`src/rtl/acc_arb_pkg.sv`:
```
// rtl/acc_arb_pkg.sv - shared types and round-robin pick helper for acc_share_arbiter
package acc_arb_pkg;

   localparam int MAX_REQ = 8;

   typedef enum logic [1:0] {
      ARB   = 2'd0,
      FEED  = 2'd1,
      DRAIN = 2'd2
   } arb_state_t;

   typedef logic [15:0] ratio_t;

   // First set bit of valid[n-1:0] searching upward from ptr with wrap.
   // Walking the offsets from high to low lets the lowest offset win last.
   function automatic logic rr_pick(input logic [MAX_REQ-1:0] valid, input int ptr,
                                    input int n, output int idx);
      int cand;
      rr_pick = 1'b0;
      idx     = 0;
      for (int i = MAX_REQ - 1; i >= 0; i--) begin
         if (i < n) begin
            cand = ptr + i;
            if (cand >= n) cand = cand - n;
            if (valid[cand[2:0]]) begin
               rr_pick = 1'b1;
               idx     = cand;
            end
         end
      end
   endfunction

endpackage

```
`src/rtl/acc_rr_picker.sv`:
```
// rtl/acc_rr_picker.sv - combinational round-robin priority pick over N_REQ requesters
module acc_rr_picker
   import acc_arb_pkg::*;
#(
   parameter int N_REQ = 4
) (
   input  logic [N_REQ-1:0]         valid,
   input  logic [$clog2(N_REQ)-1:0] ptr,
   output logic [$clog2(N_REQ)-1:0] idx,
   output logic                     found
);

   localparam int IW = $clog2(N_REQ);

   logic [MAX_REQ-1:0] valid_ext;
   int                 pick_i;

   // Widen to the helper's fixed width and map the integer pick back onto the index bus.
   always_comb begin
      valid_ext              = '0;
      valid_ext[N_REQ-1:0]   = valid;
      pick_i                 = 0;
      found                  = rr_pick(valid_ext, int'(ptr), N_REQ, pick_i);
      idx                    = '0;
      for (int j = 0; j < N_REQ; j++) begin
         if (pick_i == j) idx = IW'(j);
      end
   end

endmodule

```
`src/rtl/acc_share_arbiter.sv`:
```
// rtl/acc_share_arbiter.sv - job-granular round-robin share of one accelerator; watchdog under ACC_SHARE_ARB_TIMEOUT_EN
module acc_share_arbiter
   import acc_arb_pkg::*;
#(
   parameter int N_REQ       = 4,
   parameter int DATA_W      = 64,
   parameter int TIMEOUT_CYC = 1024
) (
   input  logic                       clk,
   input  logic                       rst_n,
   input  logic [15:0]                ser_ratio,
   input  logic [15:0]                deser_ratio,
   input  logic [N_REQ-1:0]           req_valid,
   output logic [N_REQ-1:0]           req_ready,
   input  logic [N_REQ*DATA_W-1:0]    req_data,
   output logic [N_REQ-1:0]           rsp_valid,
   input  logic [N_REQ-1:0]           rsp_ready,
   output logic [DATA_W-1:0]          rsp_data,
   output logic                       acc_in_valid,
   input  logic                       acc_in_ready,
   output logic [DATA_W-1:0]          acc_in_data,
   input  logic                       acc_out_valid,
   output logic                       acc_out_ready,
   input  logic [DATA_W-1:0]          acc_out_data,
   output logic                       busy,
   output logic [$clog2(N_REQ)-1:0]   gnt_idx,
   output logic                       err_timeout
);

   localparam int IW = $clog2(N_REQ);

   arb_state_t     state;
   logic [IW-1:0]  rr_ptr;
   logic [IW-1:0]  pick_idx;
   logic           pick_found;
   logic [IW-1:0]  next_ptr;
   ratio_t         ser_lat, deser_lat, s_cnt, d_cnt;
   logic           in_hs, out_hs;
   logic           wd_expire;

   acc_rr_picker #(.N_REQ(N_REQ)) u_picker (
      .valid (req_valid),
      .ptr   (rr_ptr),
      .idx   (pick_idx),
      .found (pick_found)
   );

   assign busy     = (state == FEED) || (state == DRAIN);
   assign in_hs    = (state == FEED) && acc_in_valid && acc_in_ready;
   assign out_hs   = (state == DRAIN) && acc_out_valid && acc_out_ready;
   assign next_ptr = (gnt_idx == IW'(N_REQ - 1)) ? '0 : gnt_idx + 1'b1;
   assign rsp_data = acc_out_data;

   // Route the granted requester's streams to the accelerator; everyone else sees idle handshakes.
   always_comb begin
      req_ready     = '0;
      rsp_valid     = '0;
      acc_in_valid  = 1'b0;
      acc_in_data   = '0;
      acc_out_ready = 1'b0;
      if (state == FEED) begin
         acc_in_valid       = req_valid[gnt_idx];
         acc_in_data        = req_data[gnt_idx*DATA_W +: DATA_W];
         req_ready[gnt_idx] = acc_in_ready;
      end
      if (state == DRAIN) begin
         rsp_valid[gnt_idx] = acc_out_valid;
         acc_out_ready      = rsp_ready[gnt_idx];
      end
   end

   // Job sequencing: grant in ARB, count input beats in FEED, output beats in DRAIN, then rotate.
   always_ff @(posedge clk or negedge rst_n) begin
      if (!rst_n) begin
         state     <= ARB;
         rr_ptr    <= '0;
         gnt_idx   <= '0;
         ser_lat   <= '0;
         deser_lat <= '0;
         s_cnt     <= '0;
         d_cnt     <= '0;
      end else begin
         case (state)
            ARB: begin
               if (pick_found) begin
                  gnt_idx   <= pick_idx;
                  ser_lat   <= (ser_ratio == '0) ? 16'd1 : ser_ratio;
                  deser_lat <= deser_ratio;
                  s_cnt     <= '0;
                  d_cnt     <= '0;
                  state     <= FEED;
               end
            end
            FEED: begin
               if (in_hs) begin
                  s_cnt <= s_cnt + 16'd1;
                  if (s_cnt + 16'd1 == ser_lat) begin
                     if (deser_lat == '0) begin
                        state  <= ARB;
                        rr_ptr <= next_ptr;
                     end else begin
                        state <= DRAIN;
                     end
                  end
               end
            end
            DRAIN: begin
               if (out_hs) begin
                  d_cnt <= d_cnt + 16'd1;
                  if (d_cnt + 16'd1 == deser_lat) begin
                     state  <= ARB;
                     rr_ptr <= next_ptr;
                  end
               end
            end
            default: state <= ARB;
         endcase
         // A stalled job is abandoned and the grant moves on.
         if (wd_expire) begin
            state  <= ARB;
            rr_ptr <= next_ptr;
         end
      end
   end

`ifdef ACC_SHARE_ARB_TIMEOUT_EN
   logic [31:0] wd_cnt;

   assign wd_expire = busy && !in_hs && !out_hs && (wd_cnt + 32'd1 >= 32'(TIMEOUT_CYC));

   // Count consecutive busy cycles without progress; flag is sticky until reset.
   always_ff @(posedge clk or negedge rst_n) begin
      if (!rst_n) begin
         wd_cnt      <= '0;
         err_timeout <= 1'b0;
      end else begin
         if (!busy || in_hs || out_hs || wd_expire) wd_cnt <= '0;
         else                                       wd_cnt <= wd_cnt + 32'd1;
         if (wd_expire) err_timeout <= 1'b1;
      end
   end
`else
   assign wd_expire   = 1'b0;
   assign err_timeout = 1'b0;
`endif

endmodule

```
`config.mk`:
```
export PLATFORM = sky130hd
export DESIGN_NAME = acc_share_arbiter
export DESIGN_NICKNAME = d
export VERILOG_FILES = /design/src/rtl/acc_arb_pkg.sv /design/src/rtl/acc_rr_picker.sv /design/src/rtl/acc_share_arbiter.sv
export SDC_FILE = /design/constraint.sdc
export NUM_CORES = 1
export LEC_CHECK = 0
export CAP_MARGIN = 20
export CORE_AREA = 2 2 196 198
export DETAILED_ROUTE_END_ITERATION = 8
export DIE_AREA = 0 0 198 200
export GPL_TIMING_DRIVEN = 0
export PLACE_DENSITY = 0.48
export SLEW_MARGIN = 20
export SYNTH_ARGS = -nofsm -noshare
export SYNTH_HDL_FRONTEND = slang
export SYNTH_SLANG_ARGS = --single-unit
export TNS_END_PERCENT = 50
```
`constraint.sdc`:
```
create_clock -name clk -period 7.4 [get_ports clk]
set_input_delay 1.48 -clock clk [delete_from_list [all_inputs] [get_ports clk]]
set_output_delay 1.48 -clock clk [all_outputs]
set_load 0.01 [all_outputs]
```
# Yosys cells after proc, flatten, opt, wreduce, memory -nomap -nowiden
# Index checks and enable logic that the tools add are counted.
[word_totals]
reg_bits = 70
wordCells = 115
inputBits = 364
[op_classes]
bitwise = 2
muxes = 54
shift = 1
order_cmp = 10
n_eq_ne = 14
addsub = 10
n_reduce_logical = 17
[ops]
columns = ["op", "count"]
rows = [
  ["$mux 32", 8],
  ["$shiftx 256x9->64", 1],
  ["$ge 32x4->1 const B", 3],
  ["$sub 32x4->32 const B", 3],
  ["$eq 32x3->1 const B", 2],
  ["$mux 16", 4],
  ["$mux 64", 1],
  ["$pmux 16 s2", 2],
  ["$add 16x1->16 const B", 2],
  ["$eq 16x16->1", 2],
  ["$eq 32x2->1 const B", 1],
  ["$logic_not 16->1", 2],
  ["$mux 2", 14],
  ["$lt 3x4->1 const B", 4],
  ["$mux 1", 14],
  ["$bmux 1 s3", 4],
  ["$and 4x4->4", 2],
  ["$mux 4", 2],
  ["$add 2x2->3 const B", 2],
  ["$ne 2x1->1 const B", 3],
  ["$ne 2x2->1 const B", 3],
  ["$pmux 2 s3", 1],
  ["$reduce_and 3->1", 2],
  ["$reduce_and 6->1", 1],
  ["17 further kinds", 25],
]

# Depth between registers and ports, before layout
# Gate-level depths: netlist (run 1).
[logic_depth]
depth_word = 13
ltp_mapped = 13
ltp_nobuf = 10

# Cells and area by module
# From an unflattened synthesis (run 1), not the netlist that was laid out.
[unflattened]
cells_unflattened = 738
area_unflattened_um2 = 7270.7
[modules_own_cells]
columns = ["module", "n_inst", "area_each_um2", "cells_each"]
rows = [
  ["acc_share_arbiter", 1, 6875.3, 692],
  ["acc_rr_picker", 1, 395.4, 46],
]

# Least setup slack after synthesis (run 1)
# Ideal clock, no wire load.
[synth_path]
path_type = "register -> output"
start = "reg gnt_idx[0]"
end = "out acc_in_data[36]"
setup_slack_ps = 3755
t_arrival_ps = 2165
stages_incl_launch_ff = 6
path_buffers = 3
path_cell_list = "dfrtp_1 > buf_2 > buf_2 > buf_1 > mux4_2 > and2_1"
[synth_via]
elab_chain_cells = 2
[synth_lines]
columns = ["item", "line_no", "source"]
rows = [
  ["start: declaration", "acc_share_arbiter.sv:26", "output logic [$clog2(N_REQ)-1:0] gnt_idx,"],
  ["start signal: assignment", "acc_share_arbiter.sv:86", "gnt_idx <= pick_idx;"],
  ["$shiftx 256x9->64", "acc_share_arbiter.sv:63", "acc_in_data = req_data[gnt_idx*DATA_W +: DATA_W];"],
  ["$mux 64", "acc_share_arbiter.sv:61", "if (state == FEED) begin"],
  ["end: declaration", "acc_share_arbiter.sv:21", "output logic [DATA_W-1:0] acc_in_data,"],
]
# Every way passes these cells.

# Worst setup path in the final report (run 1)
[layout_path]
start = "reg gnt_idx[0]"
end = "out acc_in_data[54]"
# Same word-level chain as after synthesis.

==> impl_metrics.tcl, run 1 <==
set metrics [dict create \
    netlist_instances 701 \
    maxCapViolations 0 \
    slew_viol_final 0 \
    worstHoldPathType "register to register" \
    pre_cts_ws_ns 2.70 \
    numCtsBuffers 9 \
    synth-main-ff-cell "dfrtp_1" \
    async_flop_share_pct 100 \
    cts_hold_buf 0 \
    crit_buf_inv 4 \
    wl_um 36900 \
    port_buffers 440 \
    crit_path_max_incr_delay_ns 0.69 \
    routabilityCongestion 0.853 \
    crit_path_cell_trace "buf_2 -> buf_2 -> buf_1 -> mux4_2 -> and2_1 -> clkdlybuf4s50_1" \
    dieWidth_um 198 \
    dp_hpwl_um 31600 \
    dieArea_sq_mm 0.0396 \
    syn_area_sq_mm 0.00714 \
    relSlewSlack_pct 43.5 \
    antenna_found_initial 10 \
    clk-insertion-delay-late_ns 0.35 \
    p_per_area_mw_per_mm2 265 \
    grt_max_degree 53 \
    cts_tree "yes" \
    cts_setup_buffers 0 \
    p_leak_uw 0.00479 \
    cts-root-buf "clkbuf_16" \
    yosysSeqAreaShare_pct 24.5 \
    critPathSlowestCell "buf_1" \
    crit_family "buffers and inverters" \
    worst_setup_path_end_kind "output port" \
    synth.net_count 1079 \
    grt_pass1_wl_um 52200 \
    worst_slew_pin_slew_ns 0.848 \
    drive_above_1_share_pct 19.2 \
    drt_iter0_drc 320 \
    arrival_ns 3.47 \
    synth_top_area_cell "dfrtp_1" \
    max_freq_mhz 202 \
    routed_via_density 4.40 \
    synth_top_cell_area_share_pct 24.5 \
    area_growth_pct 75.4 \
    pin_count 506 \
    drc 0 \
    synth.most_common_cell "and2_1" \
    cts.sinks 70 \
    setup_tns_ns 0 \
    core_sq_mm 0.0374 \
    start_util_pct 19.1 \
    p_total_uw 3320 \
    clkTransAtPathRegs_ns 0.06 \
    ys_types 69 \
    synth_warnings 0 \
    crit_type "register to output port" \
    grt-ovfl-total 0 \
    ys_top_cells_by_count "72 x and2_1, 70 x buf_4, 70 x dfrtp_1" \
    ant_nets 0 \
    synth.area.top_cells "dfrtp_1 25%, mux4_2 21%, buf_4 7.4%" \
    rows 71 \
    htree_levels 3 \
    period_needed_ns 4.95 \
    fin_ws_ns 2.45 \
    die_height_um 200 \
    grt_usage_pct 18.3 \
    synth_seq_cells 70 \
    cp.required_ns 5.92 \
    setup_violations 0 \
    cts_max_path_buffers 2 \
    hold_viol_final 0 \
    start_kind "register" \
    layout_worst_path_cycle_share_pct 66.9 \
    synth_edf_count 0 \
    syn-mean-instance-area_sq_um 10.2 \
    vdd_drop_max_uv 90.2 \
    path_max_fanout 10 \
    drt_pre_antenna_iters 5 \
    drt-wirelength-per-cell_um 22.1 \
    status "complete, no violations" \
    crit_path_frequent_cell "buf_2" \
    ctsResizeCount 0 \
    nets 1531 \
    dr_total_vias 7363 \
    rsz0062_at_grt "false" \
    grt_pass1_vias 7743 \
    fin_worst_skew_ns 0.00959 \
    final_util_pct 33.5 \
]
-- through the flow --
| stage | instance area, sq um | hold slack, ns | cells |
|---|---|---|---|
| 6_report | 12500 | 0.530 | 1673 |
| 5_1_grt | 12500 | 0.548 | 1670 |
| 4_1_cts | 12500 | 0.532 | 1668 |
| 3_5_place_dp | 12200 | 0.506 | 1653 |
| 3_3_place_gp | 12200 | 0.507 | 1652 |
| 2_1_floorplan | 7140 | 0.470 | 701 |
-- layer usage --
layer	track usage, %	up-vias	share of wire [%]
met5	0	-	0.18
met4	4.34	10	1.4
met3	6.70	31	8.8
met2	32.1	293	51
met1	21.2	3582	39
li1	-	3447	-
-- sequential cells by signal (all words and copies together), names as in the netlist --
name and cells:
d_cnt 16, deser_lat 16, gnt_idx 2, rr_ptr 2
s_cnt 16, ser_lat 16, state 2
-- placed cells by master (no fill, tap or decap), drive strengths merged, types with 12 or more instances in the layout --
master and n:
nand3 23, nor3 18, dfrtp 70, and3 12, xnor2 31, nor2 24
ha 14, buf 92, and2 73, mux2 38, nor4 14, o21ai 33
nand2 36, a22o 14, xor2 14, clkdlybuf4s50 439, mux4 67, o31ai 12
clkbuf 37
-- layout make-up --
cell class,count,area (sq um)
clock inverter,3,43.8
antenna,5,12.5
timing repair buffer,441,4430
clock buffer,12,256
multi-input combinational,504,4610
inverter,11,41.3
tap,511,639
buffer,116,741
sequential,70,1750
fill,3857,24900
-- worst register-to-register path, stage by stage (launching register included) --
cell	delay (ns)
dfrtp_1	0.40
buf_4	0.20
inv_1	0.09
ha_1	0.34
mux4_2	0.57
o221ai_1	0.25
nor3b_1	0.32
nand2_1	0.23
o21ai_1	0.45
clkbuf_1	0.48
o21ai_0	0.17
o41ai_1	0.10
-- final timing paths --
path | from | end | slack [ns] | cells after the start
min | ser_lat[0] | ser_lat[0] | 0.53 | 2
max reg2reg | rr_ptr[0] | d_cnt[7] | 3.69 | 11
min in group asynchronous | rst_n | deser_lat[1] | 1.02 | 1
max in group asynchronous | rst_n | ser_lat[2] | 5.81 | 2
min reg2reg | ser_lat[0] | ser_lat[0] | 0.53 | 2
max | gnt_idx[0] | acc_in_data[54] | 2.45 | 6
-- power by group --
group	internal, uW	total [uW]	switching [uW]
registers	498	634	137
clock network	278	448	171
logic	1190	2230	1050
-- logic make-up (layout without fill, tap and decap cells) --
| kind of cell | after synthesis | in the layout | share of synthesized area (%) |
|---|---|---|---|
| simple gates | 233 | 233 | 18.5 |
| buf+inv | 127 | 583 | 10.9 |
| mux | 113 | 113 | 28.3 |
| compound gates | 98 | 98 | 9.76 |
| flops | 70 | 70 | 24.5 |
| xor+xnor | 45 | 45 | 5.52 |
| fa+ha+maj | 14 | 14 | 2.45 |
| other cells | 1 | 6 | 0.0525 |
(Power assumes the default switching activity.)
==> inputs of run 2 (changes only) <==
--- a/config.mk
+++ b/config.mk
@@ -6,11 +6,11 @@
 export NUM_CORES = 1
 export LEC_CHECK = 0
 export CAP_MARGIN = 20
-export CORE_AREA = 2 2 196 198
+export CORE_AREA = 2 2 198 200
 export DETAILED_ROUTE_END_ITERATION = 8
-export DIE_AREA = 0 0 198 200
+export DIE_AREA = 0 0 200 202
 export GPL_TIMING_DRIVEN = 0
-export PLACE_DENSITY = 0.48
+export PLACE_DENSITY = 0.47
 export SLEW_MARGIN = 20
 export SYNTH_ARGS = -nofsm -noshare
 export SYNTH_HDL_FRONTEND = slang
==> constraint.sdc (replaced) <==
create_clock -name clk -period 4.65 [get_ports clk]
set_input_delay 0.93 -clock clk [delete_from_list [all_inputs] [get_ports clk]]
set_output_delay 0.93 -clock clk [all_outputs]
set_load 0.01 [all_outputs]
==> run 2 against run 1 <==
Against the previous run: utilization fell by 0.78 points; non-clock buffer count did not move; sequential cell count did not move; critical path depth fell by 1; total power rose by 59%; critical endpoint is now acc_in_data[30]; largest cell class unchanged; highest routed layer unchanged.
==> impl_metrics.tcl, run 2 (synthesized netlist as in run 1, its figures left out) <==
set metrics [dict create \
    critPathLaunch "gnt_idx[1]" \
    worst_slew_pin_slew_ns 0.862 \
    vdd_drop_max_uv 159 \
    ctsResizeCount 1 \
    cp.required_ns 3.72 \
    drt_pre_antenna_iters 6 \
    nets 1531 \
    r2r_end "d_cnt[7]" \
    crit_buf_inv 3 \
    p_per_area_mw_per_mm2 422 \
    drt_iter0_drc 279 \
    grt_pass1_vias 7640 \
    numCtsBuffers 9 \
    routabilityCongestion 0.899 \
    fin_worst_skew_ns 0.00717 \
    cts_tree "yes" \
    worstReg2RegStart "rr_ptr[0]" \
    p_leak_uw 0.00479 \
    crit_family "buffers and inverters" \
    layout_worst_path_cycle_share_pct 96.2 \
    clk-insertion-delay-late_ns 0.34 \
    r2r_cells 11 \
    die_height_um 202 \
    grt_usage_pct 18.5 \
    fin_ws_ns 0.177 \
    critPathSlowestCell "clkbuf_1" \
    mostFrequentLayoutCells "439 x clkdlybuf4s50_1, 72 x and2_1, 71 x buf_4" \
    crit_path_cell_trace "clkbuf_1 -> clkbuf_1 -> mux4_2 -> and2_1 -> clkdlybuf4s50_1" \
    clkTransAtPathRegs_ns 0.06 \
    crit_path_max_incr_delay_ns 0.69 \
    area_growth_pct 75.4 \
    dr_total_vias 7381 \
    drive_above_1_share_pct 19.3 \
    start_kind "register" \
    setup_violations 0 \
    grt_max_degree 52 \
    htree_levels 3 \
    final_util_pct 32.7 \
    maxCapViolations 0 \
    grt_pass1_wl_um 53500 \
    grt-ovfl-total 0 \
    cts-root-buf "clkbuf_16" \
    cts_setup_buffers 0 \
    antenna_found_initial 15 \
    pre_cts_ws_ns 0.397 \
    dieArea_sq_mm 0.0404 \
    drt-wirelength-per-cell_um 22.7 \
    rows 72 \
    worstHoldPathType "primary input to async pin" \
    hold_viol_final 0 \
    period_needed_ns 4.47 \
    slew_viol_final 0 \
    r2r_setup_slack_ns 1.00 \
    hold_ws_ns 0.482 \
    path_max_fanout 10 \
    cts_hold_buf 0 \
    crit_type "register to output port" \
    port_buffers 440 \
    relSlewSlack_pct 42.5 \
    cts.sinks 70 \
    routed_via_density 4.39 \
    core_sq_mm 0.0383 \
    start_util_pct 18.6 \
    layout_commonest_cell "clkdlybuf4s50_1" \
    arrival_ns 3.54 \
    status "complete, no violations" \
    cts_max_path_buffers 2 \
    ant_nets 0 \
    worst_setup_path_end_kind "output port" \
    wl_um 38200 \
    rsz0062_at_grt "false" \
    drc 0 \
    setup_tns_ns 0 \
    dieWidth_um 200 \
    dp_hpwl_um 32400 \
    crit_path_frequent_cell "clkbuf_1" \
    pin_count 506 \
    max_freq_mhz 224 \
]
[run 2: cell types whose count changed in the layout (fill, tap and decap cells not counted)]
cell	previous run	this run
inv_6	0	1
buf_1	5	4
clkbuf_2	4	6
clkinvlp_4	0	2
clkinv_4	1	0
clkbuf_8	2	0
diode_2	5	4
[run 2: how the worst max path moves through the flow]
stage / endpoint / cells after the start
floorplan: acc_in_data[36] / 5
global placement: ser_lat[0] / 1
detailed placement: acc_in_data[30] / 5
CTS: acc_in_data[30] / 5
global route: acc_in_data[44] / 6
finish: acc_in_data[30] / 5
[run 2: metrics by stage]
step	std cells	area (sq um)	total power (uW)
final	1680	12500	5290
after global routing	1680	12500	5680
after CTS	1676	12500	5400
after detailed placement	1660	12200	4650
after global placement	1659	12200	4670
after floorplan	701	7140	3050
[run 2: layer usage]
layer / track usage [%] / vias to the layer above / share of wire [%]
met5: 0 / - / 0.33
met4: 4.37 / 18 / 1.4
met3: 6.96 / 43 / 9.3
met2: 32.5 / 288 / 51
met1: 21.0 / 3596 / 38
li1: - / 3436 / -
[run 2: power by group]
part	total, uW	switching [uW]	internal [uW]
registers	1010	215	792
clock network	695	278	417
logic	3590	1700	1890
[run 2: area by class of cell]
class / count / area, sq um
Clock buffer: 11 / 233
Timing Repair Buffer: 441 / 4430
Buffer: 116 / 743
Antenna cell: 4 / 10.0
Fill cell: 3940 / 25800
Clock inverter: 5 / 58.8
Multi-Input combinational cell: 504 / 4610
Tap cell: 518 / 648
Inverter: 11 / 41.3
Sequential cell: 70 / 1750
[run 2: worst reg2reg max path, stage by stage, from the launching register on]
cell and delay, ns:
dfrtp_1 0.41, buf_4 0.21, inv_1 0.09, ha_1 0.33
mux4_2 0.57, o221ai_1 0.26, nor3b_1 0.33, nand2_1 0.24
o21ai_1 0.43, clkbuf_1 0.43, o21ai_0 0.17, o41ai_1 0.09
==> inputs of run 3 (changes only) <==
--- a/config.mk
+++ b/config.mk
@@ -11,6 +11,7 @@
 export DIE_AREA = 0 0 200 202
 export GPL_TIMING_DRIVEN = 0
 export PLACE_DENSITY = 0.47
+export SKIP_CTS_REPAIR_TIMING = 1
 export SLEW_MARGIN = 20
 export SYNTH_ARGS = -nofsm -noshare
 export SYNTH_HDL_FRONTEND = slang
==> run 3 against run 2 <==
Against the previous run: sequential power is essentially flat; register-to-register slack gained 0.02 ns; total power grew 0.13%; sequential cell count is the same; cell area is essentially flat; routed wire length is essentially flat; via count shrank 0.19%; critical path depth is the same; hold slack lost 0.0018 ns.
==> impl_metrics.tcl, run 3 (synthesized netlist as in run 1, its figures left out) <==
set metrics [dict create \
    critPathSlowestCell "clkdlybuf4s15_1" \
    core_sq_mm 0.0383 \
    drt_iter0_drc 284 \
    antenna_found_initial 15 \
    dieWidth_um 200 \
    ant_nets 0 \
    p_sw_uw 2190 \
    p_int_uw 3100 \
    dr_total_vias 7367 \
    drt-wirelength-per-cell_um 22.7 \
    grt_pass1_wl_um 53500 \
    hold_ws_ns 0.480 \
    sw_frac_of_total_pct 41.4 \
    p_per_area_mw_per_mm2 423 \
    cts.sinks 70 \
    r2r_end "d_cnt[7]" \
    layout_commonest_cell "clkdlybuf4s50_1" \
    wl_um 38200 \
    cts_max_path_buffers 2 \
    pre_cts_ws_ns 0.397 \
    dieArea_sq_mm 0.0404 \
    rows 72 \
    r2r_setup_slack_ns 1.02 \
    status "complete, no violations" \
    clkTransAtPathRegs_ns 0.06 \
    fin_ws_ns 0.181 \
    routed_via_density 4.39 \
    grt-ovfl-total 0 \
    vdd_drop_max_uv 159 \
    port_buffers 440 \
    crit_type "register to output port" \
    setup_violations 0 \
    layout_worst_path_cycle_share_pct 96.1 \
    dp_hpwl_um 32400 \
    fin_worst_skew_ns 0.00720 \
    arrival_ns 3.54 \
    numCtsBuffers 9 \
    cts_tree "yes" \
    area_growth_pct 75.5 \
    crit_path_cell_trace "clkdlybuf4s15_1 -> clkbuf_1 -> mux4_2 -> and2_1 -> clkdlybuf4s50_1" \
    final_util_pct 32.7 \
    worst_setup_path_end_kind "output port" \
    nets 1531 \
    grt_usage_pct 18.5 \
    worstHoldPathType "primary input to async pin" \
    drive_above_1_share_pct 19.3 \
    die_height_um 202 \
    htree_levels 3 \
    setup_tns_ns 0 \
    slew_viol_final 0 \
    relSlewSlack_pct 42.5 \
    clkPwrFrac_pct 13.2 \
    period_needed_ns 4.47 \
    start_util_pct 18.6 \
    maxCapViolations 0 \
    drc 0 \
    comb_power_share_pct 67.8 \
    worstReg2RegStart "rr_ptr[0]" \
    clk-insertion-delay-late_ns 0.34 \
    crit_path_max_incr_delay_ns 0.69 \
    drt_pre_antenna_iters 5 \
    pin_count 506 \
    start_kind "register" \
    cp.required_ns 3.72 \
    p_leak_uw 0.00479 \
    p_total_uw 5300 \
    hold_viol_final 0 \
    max_freq_mhz 224 \
    routabilityCongestion 0.899 \
    path_max_fanout 10 \
    mostFrequentLayoutCells "439 x clkdlybuf4s50_1, 72 x and2_1, 71 x buf_4" \
    grt_pass1_vias 7646 \
    grt_max_degree 52 \
    rsz0062_at_grt "false" \
    seqPwrFrac_pct 19.0 \
    r2r_cells 11 \
    cts-root-buf "clkbuf_16" \
    worst_slew_pin_slew_ns 0.863 \
]
-- run 3: changes by cell type in the layout (fill, tap and decap cells not counted), sizes merged --
cell / before / now
clkbuf: 37 / 36
clkdlybuf4s15: 1 / 2
-- run 3: how the worst max path moves through the flow --
stage,slack [ns],endpoint,cells past startpoint,startpoint
global route,0.0005,acc_in_data[44],6,gnt_idx[0]
CTS,-0.008,acc_in_data[60],5,gnt_idx[1]
detailed placement,0.40,acc_in_data[30],5,gnt_idx[1]
global placement,-0.12,ser_lat[0],1,rst_n
floorplan,1.56,acc_in_data[36],5,gnt_idx[0]
finish,0.18,acc_in_data[30],5,gnt_idx[1]
-- run 3: stage by stage --
step	cells	instance area, sq um
2_1_floorplan	701	7140
4_1_cts	1676	12500
3_5_place_dp	1660	12200
5_1_grt	1680	12500
6_report	1680	12500
3_3_place_gp	1659	12200
-- run 3: final cells by class --
type / count / area, sq um
Clock inverter: 5 / 58.8
Clock buffer: 11 / 233
Tap cell: 518 / 648
Sequential cell: 70 / 1750
Fill cell: 3939 / 25800
Multi-Input combinational cell: 504 / 4610
Antenna cell: 4 / 10.0
Timing Repair Buffer: 441 / 4430
Buffer: 116 / 749
Inverter: 11 / 41.3
-- run 3: per-layer routing --
| metal | vias to the layer above | part of all wire [%] | global-route usage (%) |
|---|---|---|---|
| li1 | 3435 | - | - |
| met1 | 3578 | 38 | 21.0 |
| met3 | 45 | 9.1 | 6.94 |
| met2 | 291 | 51 | 32.6 |
| met5 | - | 0.33 | 0 |
| met4 | 18 | 1.5 | 4.52 |
-- run 3: power by group through the flow --
stage	sequential (uW)	clock, uW	combinational (uW)
after floorplan	938	0	2110
after global placement	1020	0	3650
after detailed placement	1020	0	3630
after CTS	1010	720	3660
after global routing	1040	746	3900
final	1010	698	3590
-- run 3: critical path: cells and delay by family (launching register included) --
family	cells	cell delay, ns
buffers and inverters	3	1.90
DFF	1	0.64
muxes	1	0.46
and+or+nand+nor	1	0.18
